File: src/rtl/pipe_pkg.sv
// Shared pipeline definitions: PC-source encodings, bubble word, fetch states
// and the IF/ID payload.
package pipe_pkg;

  localparam int unsigned XLEN = 32;

  localparam logic [1:0] PC_SEQ = 2'b00;
  localparam logic [1:0] PC_BR  = 2'b01;
  localparam logic [1:0] PC_JR  = 2'b10;
  localparam logic [1:0] PC_J   = 2'b11;

  // sll $0,$0,0
  localparam logic [XLEN-1:0] NOP = 32'h0000_0000;

  typedef enum logic {
    FS_WAIT = 1'b0,
    FS_HOLD = 1'b1
  } fetch_state_e;

  typedef struct packed {
    logic [XLEN-1:0] inst;
    logic [XLEN-1:0] pc4;
  } ifid_t;

  function automatic logic [XLEN-1:0] pc_plus4(input logic [XLEN-1:0] p);
    return p + XLEN'(4);
  endfunction

endpackage

File: src/rtl/pipeir.sv
// IF/ID pipeline register: load a fetched instruction with its pc+4, or
// replace the instruction with a bubble while keeping dpc4.
module pipeir
  import pipe_pkg::*;
#(
  parameter logic [XLEN-1:0] NOP_INST = NOP
) (
  input  logic            clock,
  input  logic            resetn,
  input  logic            load,
  input  logic            bubble,
  input  ifid_t           d,
  output logic [XLEN-1:0] inst,
  output logic [XLEN-1:0] dpc4
);

  always_ff @(posedge clock or negedge resetn) begin
    if (!resetn) begin
      inst <= NOP_INST;
      dpc4 <= '0;
    end else if (bubble) begin
      inst <= NOP_INST;
    end else if (load) begin
      inst <= d.inst;
      dpc4 <= d.pc4;
    end
  end

endmodule

File: src/rtl/pipeif_fetch.sv
// Instruction-fetch stage: PC register, next-PC selection, single-outstanding
// memory request FSM, hold buffer for stalled responses, deferred redirects.
module pipeif_fetch
  import pipe_pkg::*;
#(
  parameter logic [XLEN-1:0] RESET_PC = 32'h0000_0000,
  parameter logic [XLEN-1:0] NOP_INST = NOP
) (
  input  logic            clock,
  input  logic            resetn,
  input  logic [1:0]      pcsource,
  input  logic [XLEN-1:0] bpc,
  input  logic [XLEN-1:0] jpc,
  input  logic [XLEN-1:0] rpc,
  input  logic            wpcir,
  output logic            imem_req,
  output logic [XLEN-1:0] imem_addr,
  input  logic            imem_rvalid,
  input  logic [XLEN-1:0] imem_rdata,
  output logic [XLEN-1:0] pc,
  output logic [XLEN-1:0] inst,
  output logic [XLEN-1:0] dpc4
);

  fetch_state_e    state_q, state_d;
  logic [XLEN-1:0] pc_q, pc_d;
  logic [XLEN-1:0] buf_q, buf_d;
  logic            pend_q, pend_d;
  logic [XLEN-1:0] ptgt_q, ptgt_d;

  logic            redirect;
  logic [XLEN-1:0] target;
  logic            ir_load;
  logic            ir_bubble;
  ifid_t           ir_d;

  // Redirect is only honoured when decode is advancing.
  always_comb begin
    redirect = wpcir && (pcsource != PC_SEQ);
    unique case (pcsource)
      PC_BR:   target = bpc;
      PC_JR:   target = rpc;
      PC_J:    target = jpc;
      default: target = pc_plus4(pc_q);
    endcase
  end

  always_ff @(posedge clock or negedge resetn) begin
    if (!resetn) begin
      state_q <= FS_WAIT;
      pc_q    <= RESET_PC;
      buf_q   <= NOP_INST;
      pend_q  <= 1'b0;
      ptgt_q  <= '0;
    end else begin
      state_q <= state_d;
      pc_q    <= pc_d;
      buf_q   <= buf_d;
      pend_q  <= pend_d;
      ptgt_q  <= ptgt_d;
    end
  end

  // Next-state and IF/ID control; the fetched word after a taken transfer is killed.
  always_comb begin
    state_d   = state_q;
    pc_d      = pc_q;
    buf_d     = buf_q;
    pend_d    = pend_q;
    ptgt_d    = ptgt_q;
    ir_load   = 1'b0;
    ir_bubble = 1'b0;
    ir_d.inst = imem_rdata;
    ir_d.pc4  = pc_plus4(pc_q);

    case (state_q)
      FS_WAIT: begin
        if (imem_rvalid) begin
          if (redirect) begin
            ir_bubble = 1'b1;
            pc_d      = target;
            pend_d    = 1'b0;
          end else if (pend_q) begin
            ir_bubble = 1'b1;
            pc_d      = ptgt_q;
            pend_d    = 1'b0;
          end else if (wpcir) begin
            ir_load = 1'b1;
            pc_d    = pc_plus4(pc_q);
          end else begin
            buf_d   = imem_rdata;
            state_d = FS_HOLD;
          end
        end else begin
          ir_bubble = wpcir;
          // Address must stay stable until the response, so defer the redirect.
          if (redirect) begin
            pend_d = 1'b1;
            ptgt_d = target;
          end
        end
      end
      FS_HOLD: begin
        ir_d.inst = buf_q;
        if (wpcir) begin
          state_d = FS_WAIT;
          if (redirect) begin
            ir_bubble = 1'b1;
            pc_d      = target;
          end else begin
            ir_load = 1'b1;
            pc_d    = pc_plus4(pc_q);
          end
        end
      end
    endcase
  end

  pipeir #(
    .NOP_INST(NOP_INST)
  ) u_pipeir (
    .clock  (clock),
    .resetn (resetn),
    .load   (ir_load),
    .bubble (ir_bubble),
    .d      (ir_d),
    .inst   (inst),
    .dpc4   (dpc4)
  );

  assign imem_req  = (state_q == FS_WAIT);
  assign imem_addr = pc_q;
  assign pc        = pc_q;

endmodule

File: config.mk
export PLATFORM = sky130hd
export DESIGN_NAME = pipeif_fetch
export DESIGN_NICKNAME = d
export VERILOG_FILES = /design/src/rtl/pipe_pkg.sv /design/src/rtl/pipeir.sv /design/src/rtl/pipeif_fetch.sv
export SDC_FILE = /design/constraint.sdc
export NUM_CORES = 1
export LEC_CHECK = 0
export ABC_CLOCK_PERIOD_IN_PS = 5500
export CORE_MARGIN = 2
export CORE_UTILIZATION = 42
export CTS_CLUSTER_DIAMETER = 200
export DETAILED_ROUTE_END_ITERATION = 10
export PLACE_DENSITY = 0.76
export SLEW_MARGIN = 15
export SYNTH_ARGS = -nofsm -noshare
export SYNTH_HDL_FRONTEND = slang
export SYNTH_SLANG_ARGS = --single-unit
File: constraint.sdc
create_clock -name clock -period 5.5 [get_ports clock]
set_clock_uncertainty 0.1 [all_clocks]
set_input_delay 1.1 -clock clock [delete_from_list [all_inputs] [get_ports clock]]
set_output_delay 1.1 -clock clock [all_outputs]
set_load 0.02 [all_outputs]
-- After elaboration in Yosys (flattened, before gate mapping)
Cells that the tools add are included.
- reductions and logical operators: 9
- equal/unequal tests: 6
- bitwise logic cells: 6
- $add $sub $neg: 1
- mux-type cells: 31
- operator list (kind ; number):
    two-way mux 32 bit ; 9
    case mux 32 bit (3 select lines) ; 1
    case mux 32 bit (2 select lines) ; 1
    adder 32 x 3 -> 32 bit, second input constant ; 1
    two-way mux 1 bit ; 17
    inverter 1 bit ; 6
    case mux 1 bit (2 select lines) ; 3
    AND reduction 3 bit ; 2
    nonzero test 2 bit ; 3
    AND reduction 5 bit ; 1
    equality test 2 bit, second input constant ; 2
    != test 4 x 2 -> 1 bit, second input constant ; 1
    AND reduction 2 bit ; 2
    equality test 2 x 1 -> 1 bit, second input constant ; 1
    != test 2 x 1 -> 1 bit, second input constant ; 1
    != test 2 bit, second input constant ; 1
    logical AND 1 bit ; 1
- input bits: 134
- bits in registers: 162

-- Longest topological paths before layout
- depth after elaboration: 7
- depth in mapped cells: 8
- mapped depth without buffers: 6

-- By module
From an unflattened synthesis, not the netlist that was laid out.
- cells, all modules: 865
- area total of the unflattened synthesis: 9066.2 um^2
- modules (own cells, without submodules) (module ; times used ; seq. area each (um^2) ; cells an instance ; area an instance (um^2)):
    pipeif_fetch ; 1 ; 2452.4 ; 692 ; 6449.9
    pipeir ; 1 ; 1601.5 ; 173 ; 2616.3

-- Worst setup path before layout
No wires, ideal clock.
- path kind: input to register
- start: in pcsource[0]
- end: reg pc_q[21] (netlist: imem_addr[21])
- buffers on the path: 3
- cell stages on the path: 7
- arrival time: 2.453 ns
- data required time: 5.272 ns
- path slack: 2.819 ns
- path through: buf_2 o21ai_1 clkbuf_1 buf_2 o21ai_0 nor4b_1 nor3_1
- word-level cells in the longest chain between the ends: 5
- elaborated cells between the ends (all ways): 13
- ends and longest elaborated chain (element ; line ; source):
    start: declaration ; pipeif_fetch.sv:11 ; input logic [1:0] pcsource,
    equality test 2 bit (tied with other cells) ; pipeif_fetch.sv:40 ; unique case (pcsource)
    case mux 32 bit (3 select lines) or logical AND 1 bit (tied branches) ; pipeif_fetch.sv:40, pipeif_fetch.sv:39 ;
    two-way mux 32 bit, on equally long branches ; pipeif_fetch.sv:107, pipeif_fetch.sv:79 ;
    two-way mux 32 bit, on equally long branches ; pipeif_fetch.sv:105, pipeif_fetch.sv:78 ;
    case mux 32 bit (2 select lines) ; pipeif_fetch.sv:76 ; case (state_q)
    end signal: assignment ; pipeif_fetch.sv:57 ; pc_q <= pc_d;
    end: declaration ; pipeif_fetch.sv:26 ; logic [XLEN-1:0] pc_q, pc_d;
Parallel ways exist; a longest one is shown, timed or not. The select of a mux whose other input is x is not followed.
A chain may end at the register's enable or synchronous reset.

-- Final worst setup path
- start: in wpcir
- end: reg pc_q[22] (netlist: imem_addr[22])
- word-level cells in the longest chain between the ends: 4
- elaborated cells between the ends (all ways): 9
- ends and longest elaborated chain (element ; line ; source):
    start: declaration ; pipeif_fetch.sv:15 ; input logic wpcir,
    logical AND 1 bit ; pipeif_fetch.sv:39 ; redirect = wpcir && (pcsource != PC_SEQ);
    two-way mux 32 bit, on equally long branches ; pipeif_fetch.sv:107, pipeif_fetch.sv:79 ;
    two-way mux 32 bit, on equally long branches ; pipeif_fetch.sv:105, pipeif_fetch.sv:78 ;
    case mux 32 bit (2 select lines) ; pipeif_fetch.sv:76 ;
Parallel ways exist; a longest one is shown, timed or not. The select of a mux whose other input is x is not followed.

==> metrics.txt <==
# TYPE chip_impl_metric gauge
chip_impl_info{name="outcome",value="finished clean"} 1
chip_impl_metric{name="timing.critical_path.arrival",unit="ps"} 3720
chip_impl_info{name="timing.setup.critical_path_class",value="primary input to register"} 1
chip_impl_metric{name="dpl_cell_area",unit="µm²"} 11200
chip_impl_metric{name="synth_seq_cells",unit=""} 162
chip_impl_metric{name="number_of_enable_flip_flop_cells_after_synthesis",unit=""} 0
chip_impl_metric{name="synthCells",unit=""} 882
chip_impl_metric{name="dp_cells",unit=""} 1332
chip_impl_info{name="hp-class",value="register to register"} 1
chip_impl_metric{name="vias",unit=""} 7531
chip_impl_info{name="yosys_most_used_dff",value="sky130_fd_sc_hd__dfrtp_1"} 1
chip_impl_metric{name="layout.filler_cells",unit=""} 1713
chip_impl_metric{name="drt.antenna.violating_nets",unit=""} 0
chip_impl_metric{name="finalSetupViolCount",unit=""} 0
chip_impl_metric{name="synth.avg_cell_area",unit="µm²"} 9.80
chip_impl_metric{name="die_area",unit="µm²"} 21700
chip_impl_metric{name="cts_clock_pin_slew_for_the_worst_setup_and_hold_paths",unit="ps"} 60
chip_impl_metric{name="setup_tns",unit="ps"} 0
chip_impl_metric{name="initial_standard_cell_utilization_of_the_core",unit=""} 0.427
chip_impl_metric{name="drv_slew",unit=""} 0
chip_impl_info{name="clock_tree_from_tritoncts",value="built"} 1
chip_impl_metric{name="port_buffers",unit=""} 262
chip_impl_metric{name="via_per_inst",unit=""} 5.53
chip_impl_metric{name="drive_above_1_share",unit=""} 0.117
chip_impl_metric{name="postSynthNetCount",unit=""} 1017
chip_impl_metric{name="timing.final.hold_violations",unit=""} 0
chip_impl_metric{name="number_of_hold_repair_buffers_added_at_the_cts_stage",unit=""} 0
chip_impl_metric{name="sequential_fraction_of_the_synthesis_area",unit=""} 0.469
chip_impl_metric{name="fin_crit_sh",unit=""} 0.639
chip_impl_metric{name="timing_worst_slew_pin_value",unit="ps"} 1080
chip_impl_metric{name="ir_drop",unit="µV"} 201
chip_impl_metric{name="grt_overflow",unit=""} 0
chip_impl_metric{name="die_height",unit="µm"} 147
chip_impl_info{name="worstSetupStartpointType",value="primary input"} 1
chip_impl_metric{name="worst_hold_path.num_cells",unit=""} 2
chip_impl_metric{name="antenna_cells_inserted",unit=""} 0
chip_impl_metric{name="syn_to_final_growth",unit="%"} 37.0
chip_impl_metric{name="relSlewSlack",unit=""} 0.281
chip_impl_metric{name="synthDistinctLibCells",unit=""} 55
chip_impl_metric{name="ff_latch_area",unit="µm²"} 4060
chip_impl_info{name="crit_path_end_kind",value="register"} 1
chip_impl_metric{name="critical_path_fanout_max",unit=""} 31
chip_impl_metric{name="post-route-util",unit=""} 0.585
chip_impl_info{name="layout_common_cells",value="sky130_fd_sc_hd__clkdlybuf4s50_1 (259), sky130_fd_sc_hd__dfrtp_1 (161), sky130_fd_sc_hd__nand2_1 (122), sky130_fd_sc_hd__o21ai_0 (110), sky130_fd_sc_hd__mux2_2 (64)"} 1
chip_impl_metric{name="gpl.final_weighted_congestion",unit=""} 0.842
chip_impl_info{name="rsz_0062_raised_after_global_routing",value="false"} 1
chip_impl_metric{name="clock_h_tree_levels",unit=""} 4
chip_impl_metric{name="setup_ws",unit="ps"} 1990
chip_impl_metric{name="number_of_antenna_violations_at_the_first_check_in_global_routing",unit=""} 0
chip_impl_metric{name="power.static_leakage",unit="nW"} 4.88
chip_impl_metric{name="via_count_of_the_first_global_routing_pass",unit=""} 7335
chip_impl_metric{name="reg2reg_depth",unit=""} 7
chip_impl_metric{name="maxCapViolCount",unit=""} 0
chip_impl_info{name="clockRootBuffer",value="sky130_fd_sc_hd__clkbuf_16"} 1
chip_impl_info{name="layout.cells.most_common",value="sky130_fd_sc_hd__clkdlybuf4s50_1"} 1
chip_impl_metric{name="p_per_area",unit="nW/µm²"} 408
chip_impl_metric{name="postCtsResizedCells",unit=""} 0
chip_impl_metric{name="fin_crit",unit="ps"} 3510
chip_impl_metric{name="global_route_wire_length_before_repair",unit="µm"} 40300
chip_impl_metric{name="final_cells",unit=""} 1363
chip_impl_metric{name="grt_start_max_net_pins",unit=""} 85
chip_impl_metric{name="cts_buffer_depth",unit=""} 2
chip_impl_metric{name="detail_route.wirelength",unit="µm"} 25400
chip_impl_metric{name="floorplan.rows",unit=""} 52
chip_impl_metric{name="worst_skew_pair.late_latency",unit="ps"} 430
chip_impl_metric{name="place.detailed.hpwl",unit="µm"} 18200
chip_impl_metric{name="placement.setup.worst_slack",unit="ps"} 1600
chip_impl_metric{name="drt-wirelength-per-cell",unit="µm"} 18.6
chip_impl_metric{name="cts_made_buffers",unit=""} 17
chip_impl_metric{name="grt.total_usage",unit=""} 0.235
chip_impl_metric{name="core_area",unit="µm²"} 20200
chip_impl_metric{name="postCtsSetupRepairBufs",unit=""} 0
chip_impl_metric{name="required_time_of_the_critical_path",unit="ps"} 5710
chip_impl_metric{name="final_net_count",unit=""} 1216
chip_impl_metric{name="async_reset_ff_frac",unit=""} 1.00
chip_impl_metric{name="ys_warn_count",unit=""} 0
chip_impl_metric{name="drc_markers",unit=""} 0
chip_impl_metric{name="floorplan.io_pins",unit=""} 263
chip_impl_metric{name="syn_area",unit="µm²"} 8650
chip_impl_metric{name="stdcell_area",unit="µm²"} 11800
chip_impl_metric{name="drt_pass1_iterations",unit=""} 5
chip_impl_metric{name="initialDrtViolationCount",unit=""} 660
chip_impl_metric{name="die-width",unit="µm"} 147
chip_impl_metric{name="multi_input_area",unit="µm²"} 4070
chip_impl_metric{name="achievable-frequency",unit="MHz"} 285
chip_impl_metric{name="cts.sink_count",unit=""} 162
worst max-delay path: stages:
cell,delay (ps)
sky130_fd_sc_hd__clkdlybuf4s50_1,1000
sky130_fd_sc_hd__o21a_1,960
sky130_fd_sc_hd__o211ai_1,260
sky130_fd_sc_hd__a311oi_1,320
sky130_fd_sc_hd__nor3_1,70
cell usage after synthesis, types with 12 or more instances:
library cell	count	area, µm²
sky130_fd_sc_hd__mux2_2	64	721
sky130_fd_sc_hd__nand2_1	122	458
sky130_fd_sc_hd__buf_4	34	255
sky130_fd_sc_hd__nand3_1	23	115
sky130_fd_sc_hd__and3_1	12	75.1
sky130_fd_sc_hd__a21oi_1	36	180
sky130_fd_sc_hd__o21ai_0	110	551
sky130_fd_sc_hd__dfrtp_1	162	4050
sky130_fd_sc_hd__xnor2_1	17	149
sky130_fd_sc_hd__buf_1	13	48.8
sky130_fd_sc_hd__mux2i_1	52	521
sky130_fd_sc_hd__buf_2	12	60.1
sky130_fd_sc_hd__nor2_1	29	109
sky130_fd_sc_hd__clkbuf_1	39	146
path summary, 6_finish.rpt:
path | start | to | slack, ps
min in group asynchronous | resetn | ptgt_q[29] | 630
min | u_pipeir.inst[23] | u_pipeir.inst[23] | 380
min reg2reg | u_pipeir.inst[23] | u_pipeir.inst[23] | 380
max in group asynchronous | resetn | ptgt_q[11] | 3610
max reg2reg | state_q | imem_addr[22] | 2520
max | wpcir | imem_addr[22] | 1990
metrics by stage:
stage,hold WS (ps),total power [W]
floorplan,349,0.00282
global placement,360,0.00357
finish,375,0.00484
detailed placement,365,0.00362
global route,396,0.00508
CTS,383,0.00486
sequential cells by signal, indices dropped and copies added (netlist names):
register	count
buf_q	32
imem_addr	32
pend_q	1
ptgt_q	32
state_q	1
u_pipeir.dpc4	32
u_pipeir.inst	32
routing by layer:
layer	routed length (µm)	global-route usage	vias up
met4	545	0.0788	0
met1	11100	0.328	3612
met3	1710	0.0438	40
met2	12000	0.369	354
met5	0	0	-
li1	-	-	3525
cell families (layout without fill, tap and decap cells):
kind of cell / Yosys count / in the layout / synth area share
compound gates: 242 / 242 / 0.172
simple gates: 225 / 225 / 0.122
flops: 162 / 162 / 0.469
mux: 116 / 116 / 0.144
buf+inv: 108 / 319 / 0.0635
xor+xnor: 28 / 28 / 0.0284
fa+ha+maj: 1 / 1 / 0.00145
report_power, final:
group          leakage [nW]  internal (W)  switching [W]
combinational          2.57      0.000873       0.000899
clock                 0.291      0.000737       0.000493
sequential             2.02       0.00151       0.000330
final cells by class:
class                      count  area share
sequential                   162       0.342
clock inverter                12      0.0133
timing repair buffer         279       0.231
clock buffer                  19      0.0382
inverter                       9     0.00285
multi-input combinational    612       0.343
tap                          270      0.0285
(Power assumes the default switching activity.)
